`src/rtl/blake512_block_sched_if.sv`:
```
// Bundle of every signal the BLAKE-512 block sequencer exchanges with the
// message front-end, the core controller and the digest consumer.
// The "slave" modport is the sequencer's view; "master" is the environment's.
interface blake512_block_sched_if;

  // Front-end block descriptor handshake
  logic         blk_valid;
  logic         blk_ready;
  logic         blk_last;
  logic [10:0]  blk_nbits;

  // Soft clear from the front-end
  logic         abort;

  // Core controller launch / completion strobes
  logic         core_ena;
  logic         core_fin;
  logic         core_clr;
  logic         core_first;
  logic [127:0] core_t;

  // Digest hand-off to the output buffer
  logic         digest_valid;
  logic         digest_ready;

  // Sticky protocol / timeout error
  logic         err;

  modport master (
    output blk_valid, blk_last, blk_nbits, abort,
    output core_fin, core_clr, digest_ready,
    input  blk_ready, core_ena, core_first, core_t, digest_valid, err
  );

  modport slave (
    input  blk_valid, blk_last, blk_nbits, abort,
    input  core_fin, core_clr, digest_ready,
    output blk_ready, core_ena, core_first, core_t, digest_valid, err
  );

endinterface : blake512_block_sched_if

```
`src/rtl/blake512_block_sched.sv`:
```
// Multi-block message sequencer for the BLAKE-512 core.
// Accepts one block descriptor at a time, launches one compression per block,
// keeps the 128-bit message bit counter and the first-block (IV) flag, and
// offers the digest once the final block's compression has been cleared.
// Pure control: no message or chain data passes through this block.
module blake512_block_sched #(
  parameter int unsigned TIMEOUT = 200  // launch-to-core_fin budget, 130..65535
) (
  input  logic                   clk,
  input  logic                   rstb,
  blake512_block_sched_if.slave  bus
);

  localparam int unsigned     WD_W       = $clog2(TIMEOUT + 1);
  localparam logic [WD_W-1:0] WD_LIMIT   = WD_W'(TIMEOUT - 1);
  localparam logic [10:0]     FULL_BLOCK = 11'd1024;

  typedef enum logic [2:0] {
    S_IDLE,
    S_LAUNCH,
    S_BUSY,
    S_WAIT_CLR,
    S_OUT,
    S_ERR
  } state_e;

  state_e          state_q, state_d;
  logic [127:0]    t_acc_q, t_acc_d;
  logic            first_q, first_d;
  logic            last_q,  last_d;
  logic [10:0]     nbits_q, nbits_d;
  logic [WD_W-1:0] wd_q,    wd_d;

  // Handshake qualification and counter update, shared by the next-state logic
  logic            accept;
  logic            bad_len;
  logic            t_carry;
  logic [127:0]    t_sum;
  logic [WD_W-1:0] wd_inc;

  // blk_ready is high exactly in IDLE, so a handshake is IDLE && blk_valid.
  assign accept  = (state_q == S_IDLE) && bus.blk_valid;

  // Only a final block may be partial; nothing may exceed a full block.
  assign bad_len = (bus.blk_nbits > FULL_BLOCK) ||
                   (!bus.blk_last && (bus.blk_nbits != FULL_BLOCK));

  // 129-bit add so a wrap of the 128-bit counter is visible as a carry.
  assign {t_carry, t_sum} = {1'b0, t_acc_q} + {118'd0, bus.blk_nbits};

  // wd_inc is the number of cycles elapsed since the launch cycle, so the
  // timeout fires on the TIMEOUT-1'th cycle after core_ena and err shows
  // TIMEOUT cycles after core_ena.
  assign wd_inc = wd_q + WD_W'(1);

  // State and datapath registers
  // NOTE: sequential state uses non-blocking assignments only, so every flop
  // samples the pre-edge value of every other flop regardless of block order.
  always_ff @(posedge clk or negedge rstb) begin
    if (!rstb) begin
      state_q <= S_IDLE;
      t_acc_q <= '0;
      first_q <= 1'b1;
      last_q  <= 1'b0;
      nbits_q <= '0;
      wd_q    <= '0;
    end else begin
      state_q <= state_d;
      t_acc_q <= t_acc_d;
      first_q <= first_d;
      last_q  <= last_d;
      nbits_q <= nbits_d;
      wd_q    <= wd_d;
    end
  end

  // Next-state and register-update logic
  // NOTE: every signal written here gets a hold/default value first so no
  // path through the case leaves it unassigned, which would infer a latch.
  always_comb begin
    state_d = state_q;
    t_acc_d = t_acc_q;
    first_d = first_q;
    last_d  = last_q;
    nbits_d = nbits_q;
    wd_d    = wd_q;

    unique case (state_q)
      S_IDLE: begin
        if (bus.abort) begin
          // Soft clear wins over a coincident descriptor.
          t_acc_d = '0;
          first_d = 1'b1;
        end else if (accept) begin
          if (bad_len || t_carry) begin
            state_d = S_ERR;
          end else begin
            last_d  = bus.blk_last;
            nbits_d = bus.blk_nbits;
            t_acc_d = t_sum;
            state_d = S_LAUNCH;
          end
        end
      end

      S_LAUNCH: begin
        wd_d    = '0;
        state_d = S_BUSY;
      end

      S_BUSY: begin
        wd_d = wd_inc;
        if (bus.core_fin) begin
          // The next block of this message chains from this one, not the IV.
          first_d = 1'b0;
          state_d = S_WAIT_CLR;
        end else if (wd_inc == WD_LIMIT) begin
          state_d = S_ERR;
        end
      end

      S_WAIT_CLR: begin
        // The core must have cleared its registers before the next launch.
        if (bus.core_clr) begin
          state_d = last_q ? S_OUT : S_IDLE;
        end
      end

      S_OUT: begin
        // Consumer take and soft clear both end the message the same way.
        if (bus.digest_ready || bus.abort) begin
          t_acc_d = '0;
          first_d = 1'b1;
          state_d = S_IDLE;
        end
      end

      S_ERR: begin
        if (bus.abort) begin
          t_acc_d = '0;
          first_d = 1'b1;
          state_d = S_IDLE;
        end
      end

      default: begin
        state_d = S_IDLE;
      end
    endcase
  end

  // Outputs decoded from registered state only
  always_comb begin
    bus.blk_ready    = 1'b0;
    bus.core_ena     = 1'b0;
    bus.digest_valid = 1'b0;
    bus.err          = 1'b0;

    unique case (state_q)
      S_IDLE:     bus.blk_ready    = 1'b1;
      S_LAUNCH:   bus.core_ena     = 1'b1;
      S_OUT:      bus.digest_valid = 1'b1;
      S_ERR:      bus.err          = 1'b1;
      default:    ;
    endcase

    bus.core_first = first_q;
    // A padding-only block hashes with counter 0 rather than the running total.
    bus.core_t     = (nbits_q == 11'd0) ? 128'd0 : t_acc_q;
  end

endmodule : blake512_block_sched
```
`src/flat_wrapper.sv`:
```
// flat-port wrapper written by rule: the top's interface ports become plain ports
module blake512_block_sched_flat 
#(
  parameter int unsigned TIMEOUT = 200                                          
)
  (clk, rstb, bus_blk_valid, bus_blk_last, bus_blk_nbits, bus_abort, bus_core_fin, bus_core_clr, bus_digest_ready, bus_blk_ready, bus_core_ena, bus_core_first, bus_core_t, bus_digest_valid, bus_err);
  blake512_block_sched_if bus_i ();
  input  logic clk;
  input  logic rstb;
  input wire logic [$bits(bus_i.blk_valid)-1:0] bus_blk_valid;
  input wire logic [$bits(bus_i.blk_last)-1:0] bus_blk_last;
  input wire logic [$bits(bus_i.blk_nbits)-1:0] bus_blk_nbits;
  input wire logic [$bits(bus_i.abort)-1:0] bus_abort;
  input wire logic [$bits(bus_i.core_fin)-1:0] bus_core_fin;
  input wire logic [$bits(bus_i.core_clr)-1:0] bus_core_clr;
  input wire logic [$bits(bus_i.digest_ready)-1:0] bus_digest_ready;
  output wire logic [$bits(bus_i.blk_ready)-1:0] bus_blk_ready;
  output wire logic [$bits(bus_i.core_ena)-1:0] bus_core_ena;
  output wire logic [$bits(bus_i.core_first)-1:0] bus_core_first;
  output wire logic [$bits(bus_i.core_t)-1:0] bus_core_t;
  output wire logic [$bits(bus_i.digest_valid)-1:0] bus_digest_valid;
  output wire logic [$bits(bus_i.err)-1:0] bus_err;
  assign bus_i.blk_valid = bus_blk_valid;
  assign bus_i.blk_last = bus_blk_last;
  assign bus_i.blk_nbits = bus_blk_nbits;
  assign bus_i.abort = bus_abort;
  assign bus_i.core_fin = bus_core_fin;
  assign bus_i.core_clr = bus_core_clr;
  assign bus_i.digest_ready = bus_digest_ready;
  assign bus_blk_ready = bus_i.blk_ready;
  assign bus_core_ena = bus_i.core_ena;
  assign bus_core_first = bus_i.core_first;
  assign bus_core_t = bus_i.core_t;
  assign bus_digest_valid = bus_i.digest_valid;
  assign bus_err = bus_i.err;
  blake512_block_sched #(.TIMEOUT(TIMEOUT)) u_core (.clk(clk), .rstb(rstb), .bus(bus_i));
endmodule
```
`config.mk`:
```
export PLATFORM = sky130hd
export DESIGN_NAME = blake512_block_sched_flat
export DESIGN_NICKNAME = d
export VERILOG_FILES = /design/src/rtl/blake512_block_sched_if.sv /design/src/rtl/blake512_block_sched.sv /design/src/flat_wrapper.sv
export SDC_FILE = /design/constraint.sdc
export NUM_CORES = 1
export LEC_CHECK = 0
export BUFFER_PORTS_ARGS = -buffer_cell sky130_fd_sc_hd__buf_2
export CAP_MARGIN = 0
export CORE_MARGIN = 5
export CORE_UTILIZATION = 35
export CTS_BUF_LIST = sky130_fd_sc_hd__clkbuf_4 sky130_fd_sc_hd__clkbuf_8
export CTS_CLUSTER_DIAMETER = 30
export CTS_CLUSTER_SIZE = 12
export DETAILED_ROUTE_END_ITERATION = 12
export PLACE_DENSITY = 0.61
export SLEW_MARGIN = 20
export SYNTH_ARGS = -nofsm -noshare
export SYNTH_HDL_FRONTEND = slang
export SYNTH_SLANG_ARGS = --single-unit
```
`constraint.sdc`:
```
create_clock -name clk -period 3.15 [get_ports clk]
set_input_delay 0.63 -clock clk [delete_from_list [all_inputs] [get_ports clk]]
set_output_delay 0.63 -clock clk [all_outputs]
set_load 0.02 [all_outputs]
```
==> results of run 1 <==
metal layers:
| metal | vias up | global-route usage, % | part of all wire (%) |
|---|---|---|---|
| li1 | 4716 | - | - |
| met1 | 4797 | 28.37 | 45 |
| met2 | 310 | 33.69 | 48 |
| met3 | 43 | 3.900 | 5.4 |
| met4 | 0 | 5.469 | 1.9 |
| met5 | - | 0 | 0 |
worst reg2reg max path, cell delays in order, from the launching register on:
cell and delay, ns:
dfrtp_1 0.41, ha_2 0.19, inv_2 0.05, fa_2 0.20, nor2b_2 0.05, o2111ai_2 0.22
a31oi_2 0.12, buf_6 0.15, o2111ai_4 0.24, a21oi_4 0.10, buf_6 0.15, or3_4 0.40
or4_4 0.49, a21oi_2 0.12
cell usage after synthesis, types with 3 or more instances:
master,count,area [um^2]
a21oi_1,42,210.2
nand3_1,46,230.2
xor2_1,7,61.31
nand4_1,45,281.5
nand2_1,117,439.2
a211oi_1,3,22.52
a31oi_1,21,131.4
and3_1,26,162.7
nor3_1,45,225.2
inv_1,17,63.81
mux2i_1,3,30.03
o21ai_0,64,320.3
o21a_1,4,30.03
ha_1,13,162.7
a41o_1,4,40.04
and2_1,137,857.1
a31o_1,3,26.28
buf_2,12,60.06
xnor2_1,64,560.5
clkbuf_1,40,150.1
or2_2,5,31.28
or4_1,7,52.55
or3_1,23,143.9
and4_1,13,113.9
a41oi_1,4,35.03
o41ai_1,8,70.07
o21ai_1,5,25.02
nor4b_1,5,43.79
nand2b_1,10,62.56
o31ai_1,21,157.7
a21o_1,3,22.52
buf_4,6,45.04
nor2b_1,10,62.56
nor4_1,30,187.7
dfrtp_1,151,3779
nand3b_1,4,30.03
nor2_1,115,431.7
what timing repair did:
item                                    CTS  global route
gates resized for setup                   2            24
endpoints found under the setup margin   88           139
cloned                                    0             1
pin swaps                                 0             8
setup buffers                             0             5
power breakdown:
part / internal (mW) / switching [mW]
combinational: 0.780 / 1.48
sequential: 2.12 / 0.181
clock: 0.726 / 0.811
total: 3.63 / 2.47
layout make-up:
type	instances	area, um^2
clock buffer	19	255.2
inverter	17	63.81
tap	378	473.0
timing repair buffer	278	1805
multi-input combinational	955	5934
sequential	152	3805
fill	2817	15390
clock inverter	12	127.6
kinds of logic (layout without fill, tap and decap cells):
| logic type | Yosys count | in the layout | synth area share, % |
|---|---|---|---|
| mux | 3 | 3 | 0.3032 |
| flops | 152 | 152 | 38.41 |
| buf+inv | 78 | 326 | 3.410 |
| fa+ha+maj | 14 | 14 | 1.844 |
| simple gates | 664 | 665 | 36.72 |
| xor+xnor | 71 | 71 | 6.278 |
| compound gates | 202 | 202 | 13.04 |
sequential cells by signal (all words and copies together), names as in the netlist:
signal,flops
u_core.bus.core_first,1
u_core.last_q,1
u_core.t_acc_q,128
u_core.state_q,3
u_core.wd_q,8
u_core.nbits_q,11
path summary, 6_finish.rpt:
kind / startpoint / end / slack (ns) / cells past startpoint
max: u_core.nbits_q[6]$_DFFE_PN0P_ / bus_core_t[101] / 0.14 / 5
min: rstb / u_core.t_acc_q[45]$_DFFE_PN0P_ / 0.17 / 1
max reg2reg: u_core.t_acc_q[0]$_DFFE_PN0P_ / u_core.t_acc_q[96]$_DFFE_PN0P_ / 0.17 / 13
min reg2reg: u_core.bus.core_first$_DFFE_PN1P_ / u_core.bus.core_first$_DFFE_PN1P_ / 0.49 / 2
max in group asynchronous: rstb / u_core.t_acc_q[62]$_DFFE_PN0P_ / 2.08 / 2
min in group clk: bus_blk_last / u_core.last_q$_DFFE_PN0P_ / 0.40 / 3
==> flow_summary.yaml, run 1 <==
run_status:
  status: "complete, no violations"
detailed_routing:
  drc: 0
  wl_mm: 33.27
  firstDrtPassIters: 5
  wl_per_cell_um: 18.37
  avgViaCountPerCell: 5.448
  first_iter_violations: 833
  vias: 9866
  ant_nets: 0
worst_setup_path:
  endpoint_kind: "primary output"
  critical_path_required_ns: 2.52
  crit_path_max_incr_delay_ns: 0.46
  cp_max_fo: 87
  worst-path-buf-inv: 2
  critPathSlowestCell: "nor3_4"
  crit_type: "flop to primary output"
  crit_family: "simple AND/OR/NAND/NOR gates"
  cp_data_arrival_time_ns: 2.38
  critPathLaunchType: "flop"
  worstPathCellList: "nor3_4 -> nand3_4 -> buf_12 -> and2_1 -> buf_2"
pwr:
  p_leak_nw: 5.574
  p_per_area_mw_per_mm2: 489.5
  ir_drop_v: 0.0002874
  p_total_mw: 6.101
timing:
  fin_tns_setup_ns: 0
  rsz0062_at_grt: "no"
  finalMaxSlewViolations: 0
  hold_slack_ns: 0.1716
  fin_ws_ns: 0.1440
  slew_headroom_pct: 50.21
  clock.fmax_mhz: 332.7
  post-route-min-period_ns: 3.006
  hold_viol: 0
  final.period_utilization_pct: 95.43
  finalSetupViolations: 0
  tightestPinTransition_ns: 0.7468
  finClkSkew_ns: 0.01664
global_routing:
  grt_pass1_wl_mm: 51.98
  antenna_found_initial: 0
  gr-total-overflow: 0
  grt_start_max_net_pins: 88
  grt_util_all_layers_pct: 20.69
  grt_pass1_vias: 9302
place:
  dpl_cell_area_mm2: 0.01191
  place_ws_ns: -0.3982
  hpwl_mm: 24.25
  numPortBuffers: 151
  place_congestion: 0.9180
  dp.cells: 1774
yosys:
  syn-cell-area_mm2: 0.009906
  async_reset_ff_share_pct: 100.0
  synth_seq_cells: 152
  yosys_warnings: 0
  synth.distinct_cells: 73
  avgSynthCellArea_um2: 8.366
  syn_nets: 1217
  ys.flop_type: "dfrtp_1"
  synthCells: 1184
  synth-edff-count: 0
  synth_seq_area_share_pct: 38.41
cts:
  htreeDepth: 4
  cts_tree: "done"
  worstSkewPairLatency_ns: 0.47
  numCtsBuffers: 17
  cts_hold_buf: 0
  clock_sinks: 152
  path_clk_slew_ns: 0.09
  clock_path_buffers: 2
  cts-root-buf: "clkbuf_8"
floorplanning:
  ios: 152
  die_w_um: 178.2
  dieHeight_um: 178.2
  initial_core_util_pct: 35.56
  core_area_mm2: 0.02786
  die_area_mm2: 0.03177
  fp-row-count: 61
worst_hold_path:
  hold_class: "input port to async pin"
finish:
  stdcell_count: 1811
  finalCoreUtilization_pct: 44.74
  final_area_mm2: 0.01246
  most-common-layout-cells: "dfrtp_1, buf_2, and2_1"
  diodes: 0
  layout-drive-gt1-share_pct: 25.19
  final_common_cell: "dfrtp_1"
  nNetsFinal: 1454
  syn_to_final_growth_pct: 25.83
flow_run:
  drv_cap: 0
No activity file was read; power rests on OpenSTA's default activity.
==> run 2: changes to the inputs <==
--- a/config.mk
+++ b/config.mk
@@ -5,6 +5,7 @@
 export SDC_FILE = /design/constraint.sdc
 export NUM_CORES = 1
 export LEC_CHECK = 0
+export ABC_AREA = 1
 export BUFFER_PORTS_ARGS = -buffer_cell sky130_fd_sc_hd__buf_2
 export CAP_MARGIN = 0
 export CORE_MARGIN = 5
@@ -13,7 +14,7 @@
 export CTS_CLUSTER_DIAMETER = 30
 export CTS_CLUSTER_SIZE = 12
 export DETAILED_ROUTE_END_ITERATION = 12
-export PLACE_DENSITY = 0.61
+export PLACE_DENSITY = 0.59
 export SLEW_MARGIN = 20
 export SYNTH_ARGS = -nofsm -noshare
 export SYNTH_HDL_FRONTEND = slang
==> constraint.sdc (replaced) <==
create_clock -name clk -period 2.5 [get_ports clk]
set_input_delay 0.5 -clock clk [delete_from_list [all_inputs] [get_ports clk]]
set_output_delay 0.5 -clock clk [all_outputs]
set_load 0.02 [all_outputs]
==> flow_summary.yaml, run 2 <==
run_status:
  status: "complete, but fails checks"
  violations: "setup timing"
timing:
  fin_ws_ns: -0.08211
  hold_viol: 0
  slew_headroom_pct: 31.86
  rsz0062_at_grt: "yes"
  clock.fmax_mhz: 387.3
  tightestPinTransition_ns: 1.022
  final.period_utilization_pct: 103.3
  finalMaxSlewViolations: 0
  finClkSkew_ns: 0.01984
  finalSetupViolations: 215
  post-route-min-period_ns: 2.582
cts:
  numCtsBuffers: 17
  htreeDepth: 4
  worstSkewPairLatency_ns: 0.52
  path_clk_slew_ns: 0.08
  cts-root-buf: "clkbuf_8"
  cts_tree: "done"
  clock_sinks: 152
  clock_path_buffers: 2
place:
  hpwl_mm: 50.47
  place_congestion: 1.005
  numPortBuffers: 151
yosys:
  yosys_warnings: 0
  synth_seq_cells: 152
  synth-edff-count: 0
  avgSynthCellArea_um2: 5.845
  async_reset_ff_share_pct: 100.0
  synthTopCellsByCount: "nand2_1, nor2_1, inv_1"
  post-synth-top-count-cell: "nand2_1"
  yosysTopAreaCellShare_pct: 28.75
  syn_nets: 2282
  syn-cell-area_mm2: 0.01315
  synth_seq_area_share_pct: 28.95
  ys.flop_type: "dfrtp_1"
  synthCells: 2249
  synthTopCellsByArea: "dfrtp_1, nand2_1, nor2_1, inv_1, nand3_1"
  yosysTopAreaCell: "dfrtp_1"
  synth.distinct_cells: 41
floorplanning:
  fp-row-count: 71
  die_area_mm2: 0.04153
  ios: 152
  dieHeight_um: 203.8
  die_w_um: 203.8
  initial_core_util_pct: 35.15
  core_area_mm2: 0.03740
global_routing:
  grt_util_all_layers_pct: 30.60
  grt_pass1_wl_mm: 95.41
  grt_pass1_vias: 15407
  gr-total-overflow: 0
  antenna_found_initial: 0
  grt_start_max_net_pins: 91
pwr:
  netSwitchingFraction_pct: 45.94
  p_per_area_mw_per_mm2: 814.3
  ir_drop_v: 0.0004419
  power_frac_seq_pct: 20.7
  p_total_mw: 15.96
  power_frac_comb_pct: 64.1
  power.switching_mw: 7.330
  clockPowerShare_pct: 15.2
  p_leak_nw: 9.271
  power.internal_mw: 8.626
detailed_routing:
  firstDrtPassIters: 6
  first_iter_violations: 1571
  wl_per_cell_um: 22.36
  wl_mm: 71.12
  ant_nets: 0
  avgViaCountPerCell: 5.342
  vias: 16986
  drc: 0
finish:
  reg_top3: "u_core.t_acc_q x128, u_core.nbits_q x11, u_core.wd_q x8"
  layout-drive-gt1-share_pct: 29.34
  final_common_cell: "nand2_1"
  syn_to_final_growth_pct: 49.06
  nNetsFinal: 2689
  largest_register_ffs: 128
  max_flop_register: "u_core.t_acc_q"
  diodes: 0
  finalCoreUtilization_pct: 52.39
  most-common-layout-cells: "nand2_1, nor2_1, inv_1"
worst_setup_path:
  endpoint_kind: "primary output"
  cp_data_arrival_time_ns: 2.08
  critPathLaunchType: "flop"
  critical_path_required_ns: 2.00
  cp_max_fo: 30
  crit_type: "flop to primary output"
flow_run:
  drv_cap: 0
worst_hold_path:
  hold_class: "input port to flop"
run 2: cell count changes in the layout (fill, tap and decap cells not counted), moves of 44 or more:
cell	change
nand4_1	+65
nand3_1	+95
buf_2	-44
nand2_2	+80
o21ai_2	+70
nor2_1	+262
nand2_1	+491
inv_1	+277
buf_4	+114
and2_1	-136
xnor2_1	-59
run 2: power by group through the flow:
stage                     Clock, mW  Combinational, mW  Sequential (mW)
after floorplan                   0               3.34             3.18
after global placement            0               4.92             3.29
after detailed placement          0               4.98             3.30
after CTS                      2.45               5.96             3.26
after global routing           2.54               10.6             3.36
final                          2.42               10.2             3.31
run 2: final cells by class:
cell class                 count  area, um^2
multi-input combinational   1727        9061
inverter                     303        1164
clock inverter                 8       170.2
tap                          511       639.4
fill                        3733       17810
timing repair buffer         453        4414
sequential                   152        3807
timing repair inverter         2       32.53
clock buffer                  24       305.3
run 2: cells by family after synthesis:
kind of cell | after synthesis | synth area share, %
xor+xnor | 44 | 2.932
buf+inv | 372 | 11.36
simple gates | 1497 | 48.00
fa+ha+maj | 14 | 1.390
flops | 152 | 28.95
compound gates | 170 | 7.377
run 2: path summary, 6_finish.rpt:
path                                                start                              to  slack, ns  cells past startpoint
setup reg to reg           u_core.t_acc_q[57]$_DFFE_PN0P_  u_core.t_acc_q[91]$_DFFE_PN0P_      -0.07                     14
min in group asynchronous                            rstb  u_core.t_acc_q[64]$_DFFE_PN0P_       0.56                      2
setup / recovery            u_core.nbits_q[5]$_DFFE_PN0P_                  bus_core_t[98]      -0.08                      6
max in group asynchronous                            rstb  u_core.t_acc_q[58]$_DFFE_PN0P_       1.20                      3
hold reg to reg            u_core.nbits_q[10]$_DFFE_PN0P_  u_core.nbits_q[10]$_DFFE_PN0P_       0.50                      2
hold / removal                           bus_blk_nbits[4]   u_core.nbits_q[4]$_DFFE_PN0P_       0.28                      3
run 2: metal layers:
metal,part of all wire [%],GRT usage [%]
met4,4.7,12.09
met2,43,48.01
met1,43,43.26
met3,8.5,3.403
met5,0,0
run 2: what timing repair did:
action,CTS,global route
buffers inserted,7,22
pin swaps,2,30
hold buffers,1,0
setup endpoints to repair,153,256
gates cloned,7,35
resized for setup,33,434
hold endpoints to repair,43,0
run 2: critical path, stage by stage (launching register included):
cell and delay (ns):
dfrtp_1 0.40, nor4_2 0.28, and3_4 0.26, buf_12 0.17
buf_16 0.18, nor2_1 0.08, buf_4 0.17
run 2: stage by stage:
step / TNS, ns / cell area (um^2) / setup slack (ns) / cells / hold WS, ns
3_5_place_dp: -26.55 / 16250 / -0.2708 / 3079 / 0.4747
4_1_cts: -5.705 / 17160 / -0.09292 / 3126 / 0.2451
6_report: -8.582 / 19590 / -0.08211 / 3180 / 0.2761
5_1_grt: -28.79 / 19590 / -0.1794 / 3180 / 0.2765
3_3_place_gp: -23.23 / 16250 / -0.2594 / 3079 / 0.4671
2_1_floorplan: 0 / 13180 / 0.02499 / 2249 / 0.2044
==> run 3: changes to the inputs <==
--- a/config.mk
+++ b/config.mk
@@ -8,14 +8,15 @@
 export ABC_AREA = 1
 export BUFFER_PORTS_ARGS = -buffer_cell sky130_fd_sc_hd__buf_2
 export CAP_MARGIN = 0
-export CORE_MARGIN = 5
 export CORE_UTILIZATION = 35
 export CTS_BUF_LIST = sky130_fd_sc_hd__clkbuf_4 sky130_fd_sc_hd__clkbuf_8
 export CTS_CLUSTER_DIAMETER = 30
 export CTS_CLUSTER_SIZE = 12
 export DETAILED_ROUTE_END_ITERATION = 12
 export PLACE_DENSITY = 0.59
+export SETUP_SLACK_MARGIN = 0.15
 export SLEW_MARGIN = 20
 export SYNTH_ARGS = -nofsm -noshare
 export SYNTH_HDL_FRONTEND = slang
 export SYNTH_SLANG_ARGS = --single-unit
+export TNS_END_PERCENT = 5
==> flow_summary.yaml, run 3 (same netlist as run 2, synthesis figures left out) <==
global_routing:
  gr-total-overflow: 0
  grt_util_all_layers_pct: 33.15
  busiest_layer: "met2"
  use_met2_pct: 49.88
  antenna_found_initial: 0
  gr-usage-met3_pct: 4.831
  grt_pass1_vias: 15396
  grt_pass1_wl_mm: 93.67
  grt_use_met1_pct: 47.61
  grt_start_max_net_pins: 103
finish:
  multiInputGateArea_mm2: 0.008357
  reg_top3: "u_core.t_acc_q x128, u_core.nbits_q x11, u_core.wd_q x8"
  layout-drive-gt1-share_pct: 22.77
  nNetsFinal: 2642
  fillers: 4006
  diodes: 0
  finalCoreUtilization_pct: 47.61
  ff_latch_area_mm2: 0.003806
  syn_to_final_growth_pct: 33.24
  most-common-layout-cells: "nand2_1, nor2_1, inv_1"
  max_flop_register: "u_core.t_acc_q"
  largest_register_ffs: 128
  final_common_cell: "nand2_1"
detailed_routing:
  wl_per_cell_um: 21.46
  drc: 0
  first_iter_violations: 1680
  vias: 16488
  avgViaCountPerCell: 5.336
  firstDrtPassIters: 6
  ant_nets: 0
  wl_mm: 66.32
timing:
  slew_headroom_pct: 52.94
  rsz0062_at_grt: "yes"
  hold_viol: 0
  finClkSkew_ns: 0.02204
  finalSetupViolations: 146
  post-route-min-period_ns: 2.587
  clock.fmax_mhz: 386.6
  final.period_utilization_pct: 103.5
  finalMaxSlewViolations: 0
  fin_ws_ns: -0.08696
  tightestPinTransition_ns: 0.7059
floorplanning:
  die_w_um: 195.8
  dieHeight_um: 195.8
  core_area_mm2: 0.03679
  initial_core_util_pct: 35.73
  die_area_mm2: 0.03834
  ios: 152
  fp-row-count: 70
place:
  hpwl_mm: 51.02
  numPortBuffers: 151
  place_ws_ns: -0.2856
  place_congestion: 1.017
cts:
  cts-root-buf: "clkbuf_8"
  worstSkewPairLatency_ns: 0.53
  numCtsBuffers: 17
  path_clk_slew_ns: 0.09
  clock_sinks: 152
  clock_path_buffers: 2
  htreeDepth: 4
  cts_tree: "done"
pwr:
  p_per_area_mw_per_mm2: 682.4
  ir_drop_v: 0.0004214
  p_leak_nw: 8.457
  p_total_mw: 11.95
worst_setup_path:
  critPathLaunchType: "flop"
  cp_data_arrival_time_ns: 2.09
  startpoint: "u_core.nbits_q[2]$_DFFE_PN0P_"
  crit_type: "flop to primary output"
  r2r_start: "u_core.t_acc_q[106]$_DFFE_PN0P_"
  cp_max_fo: 17
  endpoint_kind: "primary output"
  regToRegSetupSlack_ns: -0.04
  critical_path_required_ns: 2.00
run_status:
  status: "complete, but fails checks"
  violations: "setup timing"
worst_hold_path:
  hold_class: "input port to flop"
  min_from: "bus_blk_nbits[2]"
flow_run:
  drv_cap: 0
[run 3: cell types whose count changed in the layout (fill, tap and decap cells not counted), sizes merged]
cell and delta:
clkinvlp +1, bufinv -3, buf -28, clkbuf -21, inv +4, nand2 -2, clkinv +2
[run 3: worst paths after layout]
path | cells past startpoint | end
worst max-delay path | 6 | bus_core_t[3]
worst min-delay path | 3 | u_core.nbits_q[2]$_DFFE_PN0P_
worst min register to register | 2 | u_core.nbits_q[10]$_DFFE_PN0P_
max in group asynchronous | 3 | u_core.bus.core_first$_DFFE_PN1P_
worst max register to register | 13 | u_core.t_acc_q[122]$_DFFE_PN0P_
min in group asynchronous | 2 | u_core.nbits_q[10]$_DFFE_PN0P_
[run 3: through the flow]
stage          setup TNS, ns  instances  cell area, um^2  hold WS, ns
6_report              -6.565       3090            17510       0.2867
5_1_grt               -22.01       3090            17510       0.2804
4_1_cts               -9.863       3075            17110       0.2512
3_5_place_dp          -19.15       3042            16190       0.4736
3_3_place_gp          -12.34       3042            16190       0.4705
2_1_floorplan              0       2249            13220       0.2044
[run 3: worst max-delay path: stages (launching register included)]
cell       delay (ns)
dfrtp_1          0.40
nor4_2           0.31
and3_4           0.27
buf_12           0.15
clkbuf_16        0.20
nor2_1           0.08
buf_4            0.16
[run 3: power breakdown]
part | switching (mW) | internal (mW)
Combinational | 4.27 | 2.31
Sequential | 0.409 | 2.85
Clock | 1.14 | 0.963
[run 3: cell type report]
type	count	share of cell area (%)
clock inverter	12	0.8215
timing repair buffer	408	18.19
timing repair inverter	2	0.1000
multi-input combinational	1725	47.71
tap	468	3.343
inverter	303	6.565
sequential	152	21.73
clock buffer	20	1.536
[run 3: repair_timing]
item / in CTS / in global routing
hold buffers: 1 / 0
setup endpoints to repair: 255 / 268
cloned: 0 / 12
pin swaps: 51 / 6
resized for setup: 136 / 37
hold endpoints to repair: 39 / 0
buffers inserted: 0 / 3
[run 3: layer usage]
metal / part of all wire [%] / up-vias / wire [um]
met3: 8.6 / 109 / 5720
met5: 0 / - / 0
li1: - / 7828 / -
met2: 42 / 759 / 28110
met1: 45 / 7792 / 29920
met4: 3.9 / 0 / 2563
